--- config.mk ---
export PLATFORM = sky130hd
export DESIGN_NAME = vrp_two2ten_dispatch_flat
export DESIGN_NICKNAME = d
export VERILOG_FILES = /design/src/rtl/vrp_two2ten_dispatch_pkg.sv /design/src/rtl/vrp_two2ten_dispatch_if.sv /design/src/rtl/vrp_two2ten_dispatch_fifo.sv /design/src/rtl/vrp_two2ten_dispatch.sv /design/src/flat_wrapper.sv
export SDC_FILE = /design/constraint.sdc
export NUM_CORES = 2
export LEC_CHECK = 0
export ABC_AREA = 1
export ABC_CLOCK_PERIOD_IN_PS = 8700
export CAP_MARGIN = 10
export CORE_UTILIZATION = 60
export DETAILED_ROUTE_END_ITERATION = 6
export PLACE_DENSITY_LB_ADDON = 0.3
export SLEW_MARGIN = 40
export SYNTH_ARGS = -nofsm -noshare
export SYNTH_HDL_FRONTEND = slang
export SYNTH_HIERARCHICAL = 1
export SYNTH_SLANG_ARGS = --single-unit
--- constraint.sdc ---
create_clock -name clk -period 8.7 [get_ports clk]
set_input_delay 0.87 -clock clk [delete_from_list [all_inputs] [get_ports clk]]
set_output_delay 0.87 -clock clk [all_outputs]
set_load 0.005 [all_outputs]
--- src/rtl/vrp_two2ten_dispatch_pkg.sv ---
`default_nettype none
// ============================================================================
// Module      : vrp_two2ten_dispatch_pkg
// Description : Shared constants and payload type for the return-path dispatcher.
// Revision    : 1.0 - initial release
// ============================================================================
package vrp_two2ten_dispatch_pkg;

    localparam int VRP_DISPATCH_N          = 10;
    localparam int VRP_DISPATCH_PLD_WIDTH  = 8;
    localparam int VRP_DISPATCH_FIFO_DEPTH = 4;

    typedef logic [VRP_DISPATCH_PLD_WIDTH-1:0] vrp_dispatch_pld_t;

endpackage
`default_nettype wire

--- src/rtl/vrp_two2ten_dispatch_if.sv ---
`default_nettype none
// ============================================================================
// Module      : vrp_two2ten_dispatch_if
// Description : Two-port response input and N-port per-requester output bundle.
// Revision    : 1.0 - initial release
// ============================================================================
interface vrp_two2ten_dispatch_if #(
    parameter int N         = 10,
    parameter int PLD_WIDTH = 8
);
    localparam int DST_W = $clog2(N);

    logic [1:0]                     in_vld;
    logic [1:0]                     in_rdy;
    logic [1:0][DST_W-1:0]          in_dst;
    logic [1:0][PLD_WIDTH-1:0]      in_pld;
    logic [N-1:0]                   out_vld;
    logic [N-1:0]                   out_rdy;
    logic [N-1:0][PLD_WIDTH-1:0]    out_pld;
    logic                           err_dst;

    modport master (
        output in_vld, in_dst, in_pld, out_rdy,
        input  in_rdy, out_vld, out_pld, err_dst
    );

    modport slave (
        input  in_vld, in_dst, in_pld, out_rdy,
        output in_rdy, out_vld, out_pld, err_dst
    );

endinterface
`default_nettype wire

--- src/rtl/vrp_two2ten_dispatch_fifo.sv ---
`default_nettype none
// ============================================================================
// Module      : vrp_dispatch_fifo
// Description : Two-write / one-read FIFO for a single dispatch destination.
// Revision    : 1.0 - initial release
// ============================================================================
module vrp_dispatch_fifo
    import vrp_two2ten_dispatch_pkg::*;
#(
    parameter  int DEPTH   = VRP_DISPATCH_FIFO_DEPTH,
    parameter  int WIDTH   = VRP_DISPATCH_PLD_WIDTH,
    localparam int c_ptr_w = $clog2(DEPTH),
    localparam int c_cnt_w = $clog2(DEPTH + 1)
) (
    input  wire logic                    clk,
    input  wire logic                    rst,
    input  wire logic [1:0]              wr_en,
    input  wire logic [1:0][WIDTH-1:0]   wr_pld,
    input  wire logic                    rd_en,
    output logic                         empty,
    output logic [WIDTH-1:0]             head,
    output logic [c_cnt_w-1:0]           free
);

    logic [DEPTH-1:0][WIDTH-1:0] mem_q, mem_d;
    logic [c_ptr_w-1:0]          wr_ptr_q, wr_ptr_d;
    logic [c_ptr_w-1:0]          rd_ptr_q, rd_ptr_d;
    logic [c_ptr_w-1:0]          wr_ptr_nxt;
    logic [c_cnt_w-1:0]          cnt_q, cnt_d;
    logic                        deq;

    assign empty = (cnt_q == '0);
    assign head  = mem_q[rd_ptr_q];
    assign free  = c_cnt_w'(DEPTH) - cnt_q;
    assign deq   = !empty && rd_en;

    always_comb begin
        mem_d      = mem_q;
        wr_ptr_d   = wr_ptr_q;
        wr_ptr_nxt = wr_ptr_q + c_ptr_w'(1);
        // A lone port-1 write lands at wr_ptr just like a lone port-0 write.
        case (wr_en)
            2'b01: begin
                mem_d[wr_ptr_q] = wr_pld[0];
                wr_ptr_d        = wr_ptr_nxt;
            end
            2'b10: begin
                mem_d[wr_ptr_q] = wr_pld[1];
                wr_ptr_d        = wr_ptr_nxt;
            end
            2'b11: begin
                mem_d[wr_ptr_q]   = wr_pld[0];
                mem_d[wr_ptr_nxt] = wr_pld[1];
                wr_ptr_d          = wr_ptr_q + c_ptr_w'(2);
            end
            default: ;
        endcase
        rd_ptr_d = deq ? (rd_ptr_q + c_ptr_w'(1)) : rd_ptr_q;
        cnt_d    = cnt_q + c_cnt_w'(wr_en[0]) + c_cnt_w'(wr_en[1]) - c_cnt_w'(deq);
    end

    always_ff @(posedge clk) begin
        if (rst) begin
            mem_q    <= '0;
            wr_ptr_q <= '0;
            rd_ptr_q <= '0;
            cnt_q    <= '0;
        end else begin
            mem_q    <= mem_d;
            wr_ptr_q <= wr_ptr_d;
            rd_ptr_q <= rd_ptr_d;
            cnt_q    <= cnt_d;
        end
    end

endmodule
`default_nettype wire

--- src/rtl/vrp_two2ten_dispatch.sv ---
`default_nettype none
// ============================================================================
// Module      : vrp_two2ten_dispatch
// Description : Routes up to two tagged responses per cycle into N destination FIFOs.
// Revision    : 1.0 - initial release
// ============================================================================
module vrp_two2ten_dispatch
    import vrp_two2ten_dispatch_pkg::*;
#(
    parameter  int N          = VRP_DISPATCH_N,
    parameter  int PLD_WIDTH  = VRP_DISPATCH_PLD_WIDTH,
    parameter  int FIFO_DEPTH = VRP_DISPATCH_FIFO_DEPTH,
    localparam int c_dst_w    = $clog2(N),
    localparam int c_dst_xw   = c_dst_w + 1,
    localparam int c_cnt_w    = $clog2(FIFO_DEPTH + 1)
) (
    input  wire logic              clk,
    input  wire logic              rst,
    vrp_two2ten_dispatch_if.slave  bus
);

    localparam logic [c_dst_xw-1:0] c_n = c_dst_xw'(N);

    logic [c_cnt_w-1:0]            w_free [N];
    logic [1:0]                    w_wr_en [N];
    logic [N-1:0]                  w_empty;
    logic [N-1:0][PLD_WIDTH-1:0]   w_head;
    logic [c_cnt_w-1:0]            w_free0, w_free1;
    logic [1:0]                    w_oor;
    logic [1:0]                    w_rdy;
    logic [1:0]                    w_acc;
    logic                          w_same;
    logic                          err_dst_q, err_dst_d;

    always_comb begin
        w_oor[0] = {1'b0, bus.in_dst[0]} >= c_n;
        w_oor[1] = {1'b0, bus.in_dst[1]} >= c_n;
        w_free0  = '0;
        w_free1  = '0;
        for (int d = 0; d < N; d++) begin
            if (bus.in_dst[0] == c_dst_w'(d)) w_free0 = w_free[d];
            if (bus.in_dst[1] == c_dst_w'(d)) w_free1 = w_free[d];
        end
        // Port 1 reserves room for port 0's slot whenever port 0 is offering
        // to the same destination, even if port 0 ends up not transferring.
        w_same   = bus.in_vld[0] && (bus.in_dst[0] == bus.in_dst[1]);
        w_rdy[0] = w_oor[0] || (w_free0 >= c_cnt_w'(1));
        w_rdy[1] = w_oor[1] || (w_free1 >= (w_same ? c_cnt_w'(2) : c_cnt_w'(1)));
        w_acc    = bus.in_vld & w_rdy;
        for (int d = 0; d < N; d++) begin
            w_wr_en[d] = {w_acc[1] && (bus.in_dst[1] == c_dst_w'(d)),
                          w_acc[0] && (bus.in_dst[0] == c_dst_w'(d))};
        end
        err_dst_d = err_dst_q || (w_acc[0] && w_oor[0]) || (w_acc[1] && w_oor[1]);
    end

    always_ff @(posedge clk) begin
        if (rst) begin
            err_dst_q <= 1'b0;
        end else begin
            err_dst_q <= err_dst_d;
        end
    end

    for (genvar d = 0; d < N; d++) begin : g_fifo
        vrp_dispatch_fifo #(
            .DEPTH (FIFO_DEPTH),
            .WIDTH (PLD_WIDTH)
        ) u_fifo (
            .clk    (clk),
            .rst    (rst),
            .wr_en  (w_wr_en[d]),
            .wr_pld (bus.in_pld),
            .rd_en  (bus.out_rdy[d]),
            .empty  (w_empty[d]),
            .head   (w_head[d]),
            .free   (w_free[d])
        );
    end

    assign bus.in_rdy  = w_rdy;
    assign bus.out_vld = ~w_empty;
    assign bus.out_pld = w_head;
    assign bus.err_dst = err_dst_q;

endmodule
`default_nettype wire

--- src/flat_wrapper.sv ---
// flat-port wrapper written by rule: the top's interface ports become plain ports
module vrp_two2ten_dispatch_flat import vrp_two2ten_dispatch_pkg::*;
#(
    parameter  int N          = VRP_DISPATCH_N,
    parameter  int PLD_WIDTH  = VRP_DISPATCH_PLD_WIDTH,
    parameter  int FIFO_DEPTH = VRP_DISPATCH_FIFO_DEPTH,
    localparam int c_dst_w    = $clog2(N),
    localparam int c_dst_xw   = c_dst_w + 1,
    localparam int c_cnt_w    = $clog2(FIFO_DEPTH + 1)
)
  (clk, rst, bus_in_vld, bus_in_dst, bus_in_pld, bus_out_rdy, bus_in_rdy, bus_out_vld, bus_out_pld, bus_err_dst);
  vrp_two2ten_dispatch_if #(.N(N), .PLD_WIDTH(PLD_WIDTH)) bus_i ();
  input  wire logic clk;
  input  wire logic rst;
  input wire logic [$bits(bus_i.in_vld)-1:0] bus_in_vld;
  input wire logic [$bits(bus_i.in_dst)-1:0] bus_in_dst;
  input wire logic [$bits(bus_i.in_pld)-1:0] bus_in_pld;
  input wire logic [$bits(bus_i.out_rdy)-1:0] bus_out_rdy;
  output wire logic [$bits(bus_i.in_rdy)-1:0] bus_in_rdy;
  output wire logic [$bits(bus_i.out_vld)-1:0] bus_out_vld;
  output wire logic [$bits(bus_i.out_pld)-1:0] bus_out_pld;
  output wire logic [$bits(bus_i.err_dst)-1:0] bus_err_dst;
  assign bus_i.in_vld = bus_in_vld;
  assign bus_i.in_dst = bus_in_dst;
  assign bus_i.in_pld = bus_in_pld;
  assign bus_i.out_rdy = bus_out_rdy;
  assign bus_in_rdy = bus_i.in_rdy;
  assign bus_out_vld = bus_i.out_vld;
  assign bus_out_pld = bus_i.out_pld;
  assign bus_err_dst = bus_i.err_dst;
  vrp_two2ten_dispatch #(.N(N), .PLD_WIDTH(PLD_WIDTH), .FIFO_DEPTH(FIFO_DEPTH)) u_core (.clk(clk), .rst(rst), .bus(bus_i));
endmodule
# After elaboration in Yosys (flattened, before gate mapping)
# Cells that the tools add are included.
[op_classes] n_addsub=70 n_mul=0 div=0 order_cmp=54 eq_ne=49 shift=0 muxes=131 bitwise=2 reduce_logical=109
[ops] cell="$bwmux W32" n=30
[ops] cell="$pmux W32 S3" n=10
[ops] cell="$demux W8 S2" n=20
[ops] cell="$mux W8" n=30
[ops] cell="$bmux W8 S2" n=10
[ops] cell="$lt A2 B3 Y1 const B" n=30
[ops] cell="$add A3 B1 Y3" n=20
[ops] cell="$mux W3" n=20
[ops] cell="$logic_and A1 B1 Y1" n=53
[ops] cell="$add A2 B1 Y2 const B" n=20
[ops] cell="$eq A2 B2 Y1 const B" n=20
[ops] cell="$ge A2 B1 Y1 const B" n=20
[ops] cell="$pmux W2 S2" n=10
[ops] cell="$eq A4 B3 Y1 const B" n=8
[ops] cell="$logic_not A3 Y1" n=10
[ops] cell="$reduce_bool A3 Y1" n=10
[ops] cell="$sub A3 B1 Y3" n=10
[ops] cell="$sub A3 B3 Y3 const A" n=10
[ops] cell="$add A2 B2 Y2 const B" n=10
[ops] cell="$eq A2 B1 Y1 const B" n=10
[ops] cell="$reduce_bool A2 Y1" n=10
[ops] cell="$reduce_or A2 Y1" n=10
[ops] cell="$eq A4 B2 Y1 const B" n=4
[ops] cell="$eq A4 B4 Y1 const B" n=4
[ops] cell="11 further kinds" n=26
[totals] register_bits=391 latchBits=0 ram_bits=0 mem_bits_ro=0 in_bits=38 output_inout_bits=93 n_memories=0

# Logic depth before layout (Yosys ltp)
[depth] depth_word=18 depth_mapped=31 depth_no_buf=29

# Cells and area by module
# Netlist, hierarchy kept.
[by_module_without_submodules] module="vrp_dispatch_fifo" instances=10 cells_each=608 area_each_um2=3480.8
[by_module_without_submodules] module="vrp_two2ten_dispatch" instances=1 cells_each=200 area_each_um2=923.4

# Least setup slack after synthesis
# OpenSTA, ideal clock, no wires.
[synth_path] path_type="input to register" startpoint="input bus_in_dst[5]" endpoint="register u_core.g_fifo[7].u_fifo.cnt_q[2]" setup_ns=0.116 t_arrival_ns=4.019 required_ns=8.584 path_slack_ns=4.565 path_stages=22 cell_sequence="buf_2 > nor2_1 > inv_1 > nor2_1 > inv_1 > or2_2 > a22oi_1 > ha_1 > o21ai_0 > nand3b_1 > a21oi_1 > nand3_1 > nand2_2 > nor2_1 > inv_1 > ha_1 > inv_1 > fa_1 > fa_1 > inv_1 > or2_2 > a21oi_1"
[synth_rtl] item="start, declared" line="flat_wrapper.sv:16" rtl="input wire logic [$bits(bus_i.in_dst)-1:0] bus_in_dst;"
[synth_rtl] item="end signal, assigned" line="vrp_two2ten_dispatch_fifo.sv:72" rtl="cnt_q <= cnt_d;"
[synth_rtl] item="end, declared" line="vrp_two2ten_dispatch_fifo.sv:29" rtl="logic [c_cnt_w-1:0] cnt_q, cnt_d;"

==> results.txt <==
Status - complete, but fails checks
Failing checks - DRC
Maximum VDD drop - 0.1392 mV
First-pass GRT wire length - 179400 um
1st-iter DRT viols - 5190
EDFF count, synth - 0
Flops & latches, synth - 391
CTS Root Cell - clkbuf_16
Pwr dens - 168.8 mW/mm2
Clk_lat worst skew - 0.61 ns
Power share of the sequential group - 33.4%
Total power draw - 6.404 mW
Worst path arrival time - 5.42 ns
Clock Tree Buf Depth - 3
Syn_nets - 6470
Clk pwr share - 34.0%
TritonCTS Sinks - 391
Full die area - 0.06053 mm2
Starting Density - 60.66%
CTS tree - yes
Unrepaired setup endpoints after global routing - false
Largest net degree at the start of global routing - 65
Yosys Warn Count - 6
Post-cts sizing count - 0
Setup tns final - 0 ns
Sequential area share after synthesis - 21.91%
Final core occ - 64.40%
Delay of the slowest critical-path stage - 0.62 ns
Postcts setup bufs - 0
Slew Limit Fails - 0
Global-route congestion overflow total - 0
Sw Ratio - 37.75%
Max Cap Viol - 0
DPL Wire Length - 66340 um
Synth top area cells - dfxtp_1 22%, nand2_1 16%, nand3_1 13%
LEAKAGE - 15.82 nW
Mapped Area - 0.03573 mm2
Post-DR vias/cell - 5.849
Number of global-route vias before repair - 35630
Filler cells - 5665
Antenna Nets Post-Route - 0
Final Hold Vio Count - 0
GR Util All Layers - 35.84%
Internal power - 3.986 mW
Max_slew headroom - 46.82%
Critical Path End Type - register
Yosys top cell area share - 21.91%
Distinct cells, synth - 36
Pre-antenna DRT Iters - 7
CP max stage cell - clkdlybuf4s50_1
IO Pins - 131
Tightest Hold Check Type - reg -> reg
DR vias - 40710
Post-synth top flop - dfxtp_1
Worst setup SP type - input port
Worst Max-Slew Pin Slew - 0.7978 ns
Drt drc - 4
Asr flop ratio synth - 0%
Rows - 89
Setup Skew - 0.02018 ns
Clock-pin transition on the worst setup and hold timing paths - 0.06 ns
Net Switching - 2.418 mW
WL/cell - 16.22 um
Top achievable clock speed - 0.2019 GHz
Die H - 246.0 um
Routability congestion estimate - 0.9408
CP Max Fanout - 10
Crit Path Class - in -> reg
WP data required - 9.17 ns
IO Port Bufs - 130
Layout cells sized above 1 - 4.978%
Layout overhead on the synthesized area - 6.177%
Top-count cell post-synth - nand2_1
Post-synth top area cell - dfxtp_1
Final period util - 56.92%
Nets - 6338
Comb power frac - 32.6%
Syn_area_per_cell - 5.690 um2
Final setup vio count - 0
Total CTS buffers - 49
Most frequent CP cell - a21oi_1
Gate Count Post-Synth - 6280
Die W - 246.0 um
Top post-synthesis cells by count - 1493 x nand2_1, 923 x nand3_1, 729 x inv_1
Initial antenna violation count - 7
Post-route minimum period - 4.952 ns
# hold bufs at CTS - 0
H-tree levels - 2
WL final - 112900 um
Area of the core - 0.05891 mm2
==> state kept, by name, summed over array words and instances (netlist names) <==
register,flops
u_core/bus.err_dst,1
u_core/g_fifo.u_fifo/cnt_q,30
u_core/g_fifo.u_fifo/mem_q,320
u_core/g_fifo.u_fifo/rd_ptr_q,20
u_core/g_fifo.u_fifo/wr_ptr_q,20
==> cell families after synthesis <==
group	count (synthesis)	synth area share, %
XOR/XNOR	10	0.2451
AO/OA/AOI/OAI	1333	18.81
flip-flops	391	21.91
buffers and inverters	1163	14.67
adder cells (fa/ha/maj)	152	5.743
AND/OR/NAND/NOR	3231	38.62
==> metal layers <==
| layer | GRT usage (%) | vias to the layer above | wire, um |
|---|---|---|---|
| met3 | 6.808 | 399 | 12830 |
| met1 | 46.67 | 18140 | 45890 |
| met5 | 0 | - | 69 |
| met4 | 18.43 | 12 | 5881 |
| li1 | - | 19990 | - |
| met2 | 56.08 | 2169 | 48210 |
==> stage by stage <==
step	hold slack [ns]	area [um2]	worst slack, ns	cells
after floorplan	0.4557	35730	4.565	6280
after global placement	0.5069	36010	3.345	6860
after detailed placement	0.5123	36050	3.247	6861
after CTS	0.5294	37730	3.859	6951
after global routing	0.5530	37940	3.436	6960
final	0.5254	37940	3.748	6961
==> power groups by stage <==
stage               Sequential, mW  Combinational [mW]  Clock [mW]
finish                        2.14                2.09        2.18
global route                  2.16                2.33        2.27
CTS                           2.13                2.05        2.20
detailed placement            2.17                2.03           0
global placement              2.17                1.99           0
floorplan                     2.07                1.42           0
==> area by class of cell <==
cell class	count	area, um2	share of cell area, %
Antenna cell	1	2.502	0.006596
Clock buffer	72	1455	3.836
Clock inverter	18	225.2	0.5936
Inverter	802	3035	8.001
Multi-Input combinational cell	4726	22660	59.73
Sequential cell	391	7828	20.63
Tap cell	773	967.2	2.549
Timing Repair Buffer	178	1764	4.650
==> cell usage in the layout (no fill, tap or decap), drive strengths merged, types with 2 or more instances in the layout <==
cell type	netlist	routed
bufinv	0	5
clkbuf	100	73
fa	20	20
o22ai	3	3
o2111ai	2	2
nor2	723	723
dfxtp	391	391
buf	261	56
a21oi	620	620
nand2	1516	1516
nor3	4	4
clkdlybuf4s50	0	121
clkinv	0	10
a211oi	10	10
o21ai	693	693
nand3	973	973
xnor2	10	10
ha	132	132
or2	11	11
inv	802	804
==> critical path, delay by kind of cell <==
kind	cells	cell delay, ns
fa+ha+maj	4	1.33
simple gates	9	1.38
buf+inv	4	0.94
compound gates	8	0.89
==> worst paths after layout <==
| kind | start | slack (ns) | cells past startpoint | end |
|---|---|---|---|---|
| worst min-delay path | u_core/g_fifo[9].u_fifo/mem_q[12] | 0.53 | 2 | u_core/g_fifo[9].u_fifo/mem_q[12] |
| worst max register to register | u_core/g_fifo[0].u_fifo/cnt_q[0] | 4.09 | 25 | u_core/g_fifo[2].u_fifo/cnt_q[2] |
| worst min register to register | u_core/g_fifo[9].u_fifo/mem_q[12] | 0.53 | 2 | u_core/g_fifo[9].u_fifo/mem_q[12] |
| worst max-delay path | bus_in_dst[5] | 3.75 | 25 | u_core/g_fifo[2].u_fifo/cnt_q[2] |
No activity file was read; power rests on OpenSTA's default activity.
